[src/rtl/mc_control_fsm.sv]
// mc_control_fsm: multicycle control sequencer for the 64-bit datapath.
// Walks each instruction through fetch/decode/execute/memory/writeback,
// drives the alu selects and every write enable, counts retired
// instructions and flags undefined opcodes.
module mc_control_fsm #(
  parameter int COUNT_W = 32
) (
  input  logic               clk,
  input  logic               rst_n,
  input  logic [3:0]         opcode,
  input  logic [2:0]         funct,
  input  logic               zero,
  input  logic               mem_ready,
  output logic [2:0]         ALU_Op,
  output logic               alu_src_a,
  output logic [1:0]         alu_src_b,
  output logic [1:0]         pc_src,
  output logic               pc_write,
  output logic               ir_write,
  output logic               reg_write,
  output logic               mem_read,
  output logic               mem_write,
  output logic               iord,
  output logic               mem_to_reg,
  output logic               reg_dst,
  output logic               retire,
  output logic [COUNT_W-1:0] instr_count,
  output logic               illegal
);

  localparam logic [3:0] OP_R    = 4'd0;
  localparam logic [3:0] OP_ADDI = 4'd1;
  localparam logic [3:0] OP_LD   = 4'd2;
  localparam logic [3:0] OP_ST   = 4'd3;
  localparam logic [3:0] OP_BEQ  = 4'd4;
  localparam logic [3:0] OP_JMP  = 4'd5;

  typedef enum logic [3:0] {
    S_FETCH, S_DECODE, S_EXEC_R, S_EXEC_I, S_ALUWB, S_MEMADR,
    S_MEMRD, S_MEMWB, S_MEMWR, S_BRANCH, S_JUMP
  } state_t;

  state_t state, state_nxt;
  logic   ill_set;

  // State register; reset parks the machine in FETCH.
  always_ff @(posedge clk or negedge rst_n) begin
    if (!rst_n) state <= S_FETCH;
    else        state <= state_nxt;
  end

  // Next-state and control decode; outputs forced low while reset is held
  // so an aborted instruction cannot write anything.
  always_comb begin
    state_nxt  = state;
    ALU_Op     = 3'd0;
    alu_src_a  = 1'b0;
    alu_src_b  = 2'd0;
    pc_src     = 2'd0;
    pc_write   = 1'b0;
    ir_write   = 1'b0;
    reg_write  = 1'b0;
    mem_read   = 1'b0;
    mem_write  = 1'b0;
    iord       = 1'b0;
    mem_to_reg = 1'b0;
    reg_dst    = 1'b0;
    retire     = 1'b0;
    ill_set    = 1'b0;
    case (state)
      S_FETCH: begin
        mem_read  = 1'b1;
        alu_src_b = 2'd1;
        if (mem_ready) begin
          ir_write  = 1'b1;
          pc_write  = 1'b1;
          state_nxt = S_DECODE;
        end
      end
      S_DECODE: begin
        alu_src_b = 2'd3;
        case (opcode)
          OP_R:         state_nxt = S_EXEC_R;
          OP_ADDI:      state_nxt = S_EXEC_I;
          OP_LD, OP_ST: state_nxt = S_MEMADR;
          OP_BEQ:       state_nxt = S_BRANCH;
          OP_JMP:       state_nxt = S_JUMP;
          default: begin
            state_nxt = S_FETCH;
            ill_set   = 1'b1;
          end
        endcase
      end
      S_EXEC_R: begin
        alu_src_a = 1'b1;
        ALU_Op    = funct;
        state_nxt = S_ALUWB;
      end
      S_EXEC_I: begin
        alu_src_a = 1'b1;
        alu_src_b = 2'd2;
        state_nxt = S_ALUWB;
      end
      S_ALUWB: begin
        reg_write = 1'b1;
        reg_dst   = (opcode == OP_R);
        retire    = 1'b1;
        state_nxt = S_FETCH;
      end
      S_MEMADR: begin
        alu_src_a = 1'b1;
        alu_src_b = 2'd2;
        state_nxt = (opcode == OP_LD) ? S_MEMRD : S_MEMWR;
      end
      S_MEMRD: begin
        mem_read = 1'b1;
        iord     = 1'b1;
        if (mem_ready) state_nxt = S_MEMWB;
      end
      S_MEMWB: begin
        reg_write  = 1'b1;
        mem_to_reg = 1'b1;
        retire     = 1'b1;
        state_nxt  = S_FETCH;
      end
      S_MEMWR: begin
        mem_write = 1'b1;
        iord      = 1'b1;
        if (mem_ready) begin
          retire    = 1'b1;
          state_nxt = S_FETCH;
        end
      end
      S_BRANCH: begin
        alu_src_a = 1'b1;
        ALU_Op    = 3'd1;
        pc_src    = 2'd1;
        pc_write  = zero;
        retire    = 1'b1;
        state_nxt = S_FETCH;
      end
      S_JUMP: begin
        pc_src    = 2'd2;
        pc_write  = 1'b1;
        retire    = 1'b1;
        state_nxt = S_FETCH;
      end
      default: state_nxt = S_FETCH;
    endcase
    if (!rst_n) begin
      ALU_Op     = 3'd0;
      alu_src_a  = 1'b0;
      alu_src_b  = 2'd0;
      pc_src     = 2'd0;
      pc_write   = 1'b0;
      ir_write   = 1'b0;
      reg_write  = 1'b0;
      mem_read   = 1'b0;
      mem_write  = 1'b0;
      iord       = 1'b0;
      mem_to_reg = 1'b0;
      reg_dst    = 1'b0;
      retire     = 1'b0;
      ill_set    = 1'b0;
    end
  end

  // Retired-instruction counter (free-running wrap) and sticky illegal flag.
  always_ff @(posedge clk or negedge rst_n) begin
    if (!rst_n) begin
      instr_count <= '0;
      illegal     <= 1'b0;
    end else begin
      if (retire)  instr_count <= instr_count + COUNT_W'(1);
      if (ill_set) illegal     <= 1'b1;
    end
  end

endmodule

[config.mk]
export PLATFORM = sky130hd
export DESIGN_NAME = mc_control_fsm
export DESIGN_NICKNAME = d
export VERILOG_FILES = /design/src/rtl/mc_control_fsm.sv
export SDC_FILE = /design/constraint.sdc
export NUM_CORES = 1
export LEC_CHECK = 0
export ABC_AREA = 1
export CAP_MARGIN = 10
export CORE_MARGIN = 5
export CORE_UTILIZATION = 50
export CTS_CLUSTER_SIZE = 14
export DETAILED_ROUTE_END_ITERATION = 16
export PLACE_DENSITY = 0.8
export SLEW_MARGIN = 20
export SYNTH_ARGS = -nofsm -noshare
export SYNTH_HDL_FRONTEND = slang
export SYNTH_SLANG_ARGS = --single-unit
[constraint.sdc]
create_clock -name clk -period 4.7 [get_ports clk]
set_input_delay 0.94 -clock clk [delete_from_list [all_inputs] [get_ports clk]]
set_output_delay 0.94 -clock clk [all_outputs]
set_load 0.01 [all_outputs]
==> qor.txt, run 1 <==
Area growth, synth to finish = 28.7%
PD cells = 288 mW/mm²
Via Count = 2776
Worst reg2reg startpoint = instr_count[0]
R2r setup slk = 2.76 ns
CTS tree = yes
FF+latch count, synth = 37
DIE HEIGHT = 81.7 µm
Met2 Track Usage GR = 0.387
Max Clk Rate = 0.289 GHz
Clock slew at reported path FFs = 0.06 ns
Max-Cap Viols = 0
Post-layout total power = 0.955 mW
Mean post-synth cell area = 6.10 µm²
HP Class = flop to flop
RD Place Congestion = 0.926
Final #Nets = 496
Crit path from = rst_n
Final count of hold timing violations = 0
CP Cell Sequence = buf_2 -> inv_1 -> nor3_1 -> clkdlybuf4s50_1
Final Skew = 0.00868 ns
HPWL Detailed = 5640 µm
Cell family with most CP delay = buffers and inverters
Global Route met1 Usage = 0.318
Unique masters post-synth = 27
Skew-Pair Late Insertion Delay = 0.29 ns
ANT cells = 0
Resize count post-CTS = 0
Crit. path cell count = 4
TritonCTS Buffers = 5
Die X = 81.7 µm
Peak VDD IR = 0.000265 V
Worst R2R End = instr_count[18]
Maximum fanout along the worst path = 24
Starting Density = 0.510
Cell Rows = 26
Design area = 0.00331 mm²
Post-route ant nets = 0
H-tree levels = 2
Critical path capture point type = output pin
Setup TNS = 0 ns
Die area = 0.00668 mm²
Pre-antenna DRT Iters = 6
Detailed Route WL = 7330 µm
Mapped Cells = 422
DRT iter0 DRCs = 200
CP bufs+invs = 3
CP Launch Type = input pin
Fin. max-slew vios = 0
DRC errors left = 0
End of the critical path = alu_src_b[0]
Number of fillers in the final layout = 487
Grt total ovfl = 0
Final setup viols = 0
Clock Sinks = 37
Initial antenna violation count = 0
Net Count, Synth = 434
IO Pins = 61
Clock Tree Buf Depth = 2
R2R depth = 8
WHS = 0.478 ns
Core ar. = 0.00504 mm²
Via density = 5.00
Routed wire per std cell = 13.2 µm
Minimum clock period = 3.46 ns
Dpl cells = 547
Vias in the first global route = 2570
Slowest cell delay on critical path = 0.57 ns
Placed cell area = 0.00323 mm²
Share of cells above drive strength 1 = 0.0392
CTS root buf = clkbuf_8
Arrival time worst endpoint = 2.52 ns
CP max stage cell = clkdlybuf4s50_1
Max_slew headroom = 0.633
Post-route insts no fill = 555
Met3 Use GR = 0.0526
Fin crit share = 0.736
Port buffer count = 60
GRT busiest layer = met2
RSZ-0062 raised after global routing = false
First-pass GRT wire length = 12200 µm
Worst-Margin Slew = 0.550 ns
Register area share after synthesis = 0.360
Largest net degree at the start of global routing = 33
Yosys warns = 0
CTS Hold Buffers Added = 0
Setup bufs post-CTS = 0
Crit path kind = input pin to output pin
All-layer global routing usage = 0.234
Cell Area, Synth = 0.00257 mm²
Status = finished, final reports clean
P_leak = 1.54 nW
Worst EP required = 3.76 ns
-- cell type report --
| class | instances | area [µm²] | area share |
|---|---|---|---|
| clock buffer | 6 | 72.6 | 0.0219 |
| clock inverter | 2 | 10.0 | 0.00302 |
| timing repair buffer | 63 | 618 | 0.187 |
| tap | 70 | 87.6 | 0.0264 |
| sequential | 37 | 926 | 0.280 |
| inverter | 38 | 143 | 0.0431 |
| multi-input combinational | 339 | 1460 | 0.439 |
-- placed cells by master, fill, tap and decap left out, types with 2 or more instances in the layout --
| cell type | n |
|---|---|
| nand2_2 | 2 |
| clkdlybuf4s50_1 | 59 |
| clkbuf_8 | 5 |
| a21oi_1 | 5 |
| buf_4 | 3 |
| nand4_1 | 2 |
| o21ai_1 | 2 |
| clkinv_2 | 2 |
| o221ai_1 | 2 |
| nor3_1 | 2 |
| xor2_1 | 7 |
| dfrtp_1 | 37 |
| xnor2_1 | 8 |
| o21ai_0 | 4 |
| nor2_1 | 70 |
| nand2_1 | 202 |
| nor2_2 | 2 |
| inv_1 | 36 |
| nand3_1 | 23 |
| inv_2 | 2 |
-- power by group --
part	total (mW)	switching, mW	internal [mW]
clock network	0.214	0.111	0.103
registers	0.391	0.0425	0.348
logic	0.350	0.206	0.144
-- through the flow --
stage	utilization	worst slack (ns)
after global placement	0.640	1.24
final	0.657	1.24
after detailed placement	0.640	1.22
after global routing	0.657	1.09
after floorplan	-	2.00
after CTS	0.657	1.22
-- synthesized netlist by cell type, drive strengths merged --
library cell  number  share of area
nor2              72           0.11
nand4              2         0.0049
nand2            204           0.30
o31ai              1         0.0029
a21boi             1         0.0029
inv               38          0.055
a21oi              5         0.0097
a31oi              1         0.0024
dfrtp             37           0.36
xnor2              8          0.027
a31o               1         0.0034
nand3             24          0.049
ha                 1         0.0049
nor3               2         0.0039
clkbuf             2         0.0029
buf                6          0.017
o21ai              6          0.012
o21bai             1         0.0029
o221ai             2         0.0068
nand3b             1         0.0029
xor2               7          0.024
-- kinds of logic after synthesis --
kind of cell	share of synthesized area
buf+inv	0.0749
compound gates	0.0428
fa+ha+maj	0.00486
simple gates	0.467
flops	0.360
xor+xnor	0.0510
-- worst min-delay path by stage --
stage | from | endpoint | slack [ns] | cells past startpoint
after floorplan | illegal | illegal | 0.51 | 1
after global placement | illegal | illegal | 0.46 | 1
after detailed placement | illegal | illegal | 0.46 | 1
after CTS | illegal | illegal | 0.48 | 1
after global routing | illegal | illegal | 0.52 | 1
final | illegal | illegal | 0.48 | 1
-- metal layers --
metal  up-vias  routed length, µm
met2        91               3520
met1      1258               3230
met4         0                101
met3        13                479
li1       1414                  -
met5         -                  0
-- worst register-to-register path: stages, from the launching register on --
cell and delay [ns]:
dfrtp_1 0.43, ha_1 0.25, nand3_1 0.16, nor2_1 0.34, nand2_1 0.19, nor2_1 0.20, nand3_1 0.11, nand2_1 0.10
nand2_1 0.05
-- state kept, by name, indices dropped and copies added, names as in the netlist --
signal,flops
instr_count,32
state,4
illegal,1
Power figures use the tool's default switching activity.
==> inputs of run 2 (changes only) <==
CORE_UTILIZATION = 45   (was 50)
PLACE_DENSITY = 0.76   (was 0.8)
clock period = 3.02 ns   (was 4.7 ns; I/O delays follow)
==> qor.txt, run 2 (synthesis gave the netlist of run 1 again) <==
Status = finished, final reports clean
DIE HEIGHT = 85.6 µm (+4.7%)
Critical path capture point type = output pin
H-tree levels = 2 (unchanged)
Largest Register = instr_count
Die area = 0.00733 mm² (+9.7%)
Final Skew = 0.00351 ns (-0.00517 ns)
RSZ-0062 raised after global routing = false
Grt total ovfl = 0 (unchanged)
Cell family with most CP delay = buffers and inverters
All-layer global routing usage = 0.201 (-0.0337)
Peak VDD IR = 0.000297 V (+12%)
Skew-Pair Late Insertion Delay = 0.30 ns (about the same)
Area growth, synth to finish = 29.1%
IO Pins = 61 (unchanged)
Minimum clock period = 2.66 ns
P_leak = 1.54 nW (+0.31%)
Detailed Route WL = 7050 µm (-3.9%)
Initial antenna violation count = 0 (unchanged)
CTS tree = yes
Die X = 85.6 µm (+4.7%)
Pre-antenna DRT Iters = 5 (-1)
Cell Rows = 27 (+3.8%)
Commonest cells after routing, fill and taps aside = nand2_1 (202), nor2_1 (70), clkdlybuf4s50_1 (59), dfrtp_1 (37), inv_1 (36)
Regs by FF count = instr_count x32, state x4, illegal x1
Dpl cells = 550 (+0.55%)
Core ar. = 0.00554 mm² (+9.9%)
DRT iter0 DRCs = 199 (-0.50%)
Largest net degree at the start of global routing = 33 (unchanged)
Vias in the first global route = 2536 (-1.3%)
Routed wire per std cell = 12.6 µm (-4.4%)
Final #Nets = 497 (+0.20%)
CP Launch Type = flop
Arrival time worst endpoint = 2.06 ns (-0.46 ns)
CTS Hold Buffers Added = 0 (unchanged)
Final count of hold timing violations = 0 (unchanged)
Fin. max-slew vios = 0 (unchanged)
Clock Sinks = 37 (unchanged)
Share of cells above drive strength 1 = 0.0412 (+0.00198)
Post-route ant nets = 0 (unchanged)
ANT cells = 0 (unchanged)
CP bufs+invs = 3 (unchanged)
Worst EP required = 2.42 ns (-1.34 ns)
HPWL Detailed = 5410 µm (-4.1%)
Via Count = 2756 (-0.72%)
Clock Tree Buf Depth = 2 (unchanged)
Clock slew at reported path FFs = 0.07 ns (about the same)
TritonCTS Buffers = 5 (unchanged)
Fin crit share = 0.881
DRC errors left = 0 (unchanged)
Utilization after layout = 0.600 (-0.0572)
Port buffer count = 60 (unchanged)
PD cells = 448 mW/mm² (+55%)
Crit path kind = flop to output pin
Max Clk Rate = 0.376 GHz
Max-Cap Viols = 0 (unchanged)
Setup bufs post-CTS = 0 (unchanged)
CP max stage cell = clkdlybuf4s50_1
Resize count post-CTS = 0 (unchanged)
Post-layout total power = 1.49 mW (+56%)
CTS root buf = clkbuf_8
Max_slew headroom = 0.725 (+0.0915)
WHS = 0.181 ns (-0.297 ns)
Max reg flops = 32 (unchanged)
Final setup viols = 0 (unchanged)
RD Place Congestion = 0.928 (+0.19%)
Post-route insts no fill = 558 (+0.54%)
Starting Density = 0.465 (-0.0459)
CP Cell Sequence = nor2_2 -> nand2_2 -> inv_2 -> nand2_1 -> nand3_2 -> nand2_2 -> inv_2 -> clkdlybuf4s50_1
Slowest cell delay on critical path = 0.53 ns (-0.04 ns)
Setup TNS = 0 ns (unchanged)
Via density = 4.94 (-1.3%)
Most common cell after layout, fill and taps aside = nand2_1
Worst-Margin Slew = 0.412 ns (-0.139 ns)
First-pass GRT wire length = 12000 µm (-1.6%)
HP Class = input pin to async pin
Maximum fanout along the worst path = 6 (-75%)
run 2: area by class of cell:
class / instances / area [µm²]
fillers: 550 / 2220
repair buffers: 64 / 626
clock inverters: 2 / 10.0
clock buffers: 6 / 72.6
inverters: 38 / 143
well taps: 72 / 90.1
multi-input cells: 339 / 1460
flip-flops and latches: 37 / 926
run 2: stage by stage:
stage | area, µm² | setup WS, ns
final | 3320 | 0.361
after global routing | 3320 | 0.207
after CTS | 3320 | 0.347
after detailed placement | 3240 | 0.396
after global placement | 3240 | 0.406
after floorplan | 2570 | 0.990
run 2: path summary, 6_finish.rpt:
path                       slack (ns)  cells past startpoint         endpoint           start
max reg2reg                      1.09                      8  instr_count[18]  instr_count[0]
max in group asynchronous        2.24                      2   instr_count[1]           rst_n
min reg2reg                      0.48                      1          illegal         illegal
min                              0.18                      1   instr_count[9]           rst_n
min in group clk                 0.48                      1          illegal         illegal
max                              0.36                      8           retire        state[0]
run 2: per-layer routing:
layer  vias to the layer above  GRT usage  part of all wire  wire length, µm
met3                         9     0.0480             0.051              357
li1                       1419          -                 -                -
met4                         0     0.0532             0.014               96
met2                        61      0.317              0.46             3250
met1                      1267      0.276              0.47             3340
met5                         -          0                 0                0
run 2: report_power, final:
group	total, mW	internal [mW]	leakage, nW	switching [mW]
registers	0.610	0.542	0.503	0.0684
logic	0.532	0.225	0.997	0.307
clock network	0.347	0.160	0.0450	0.187
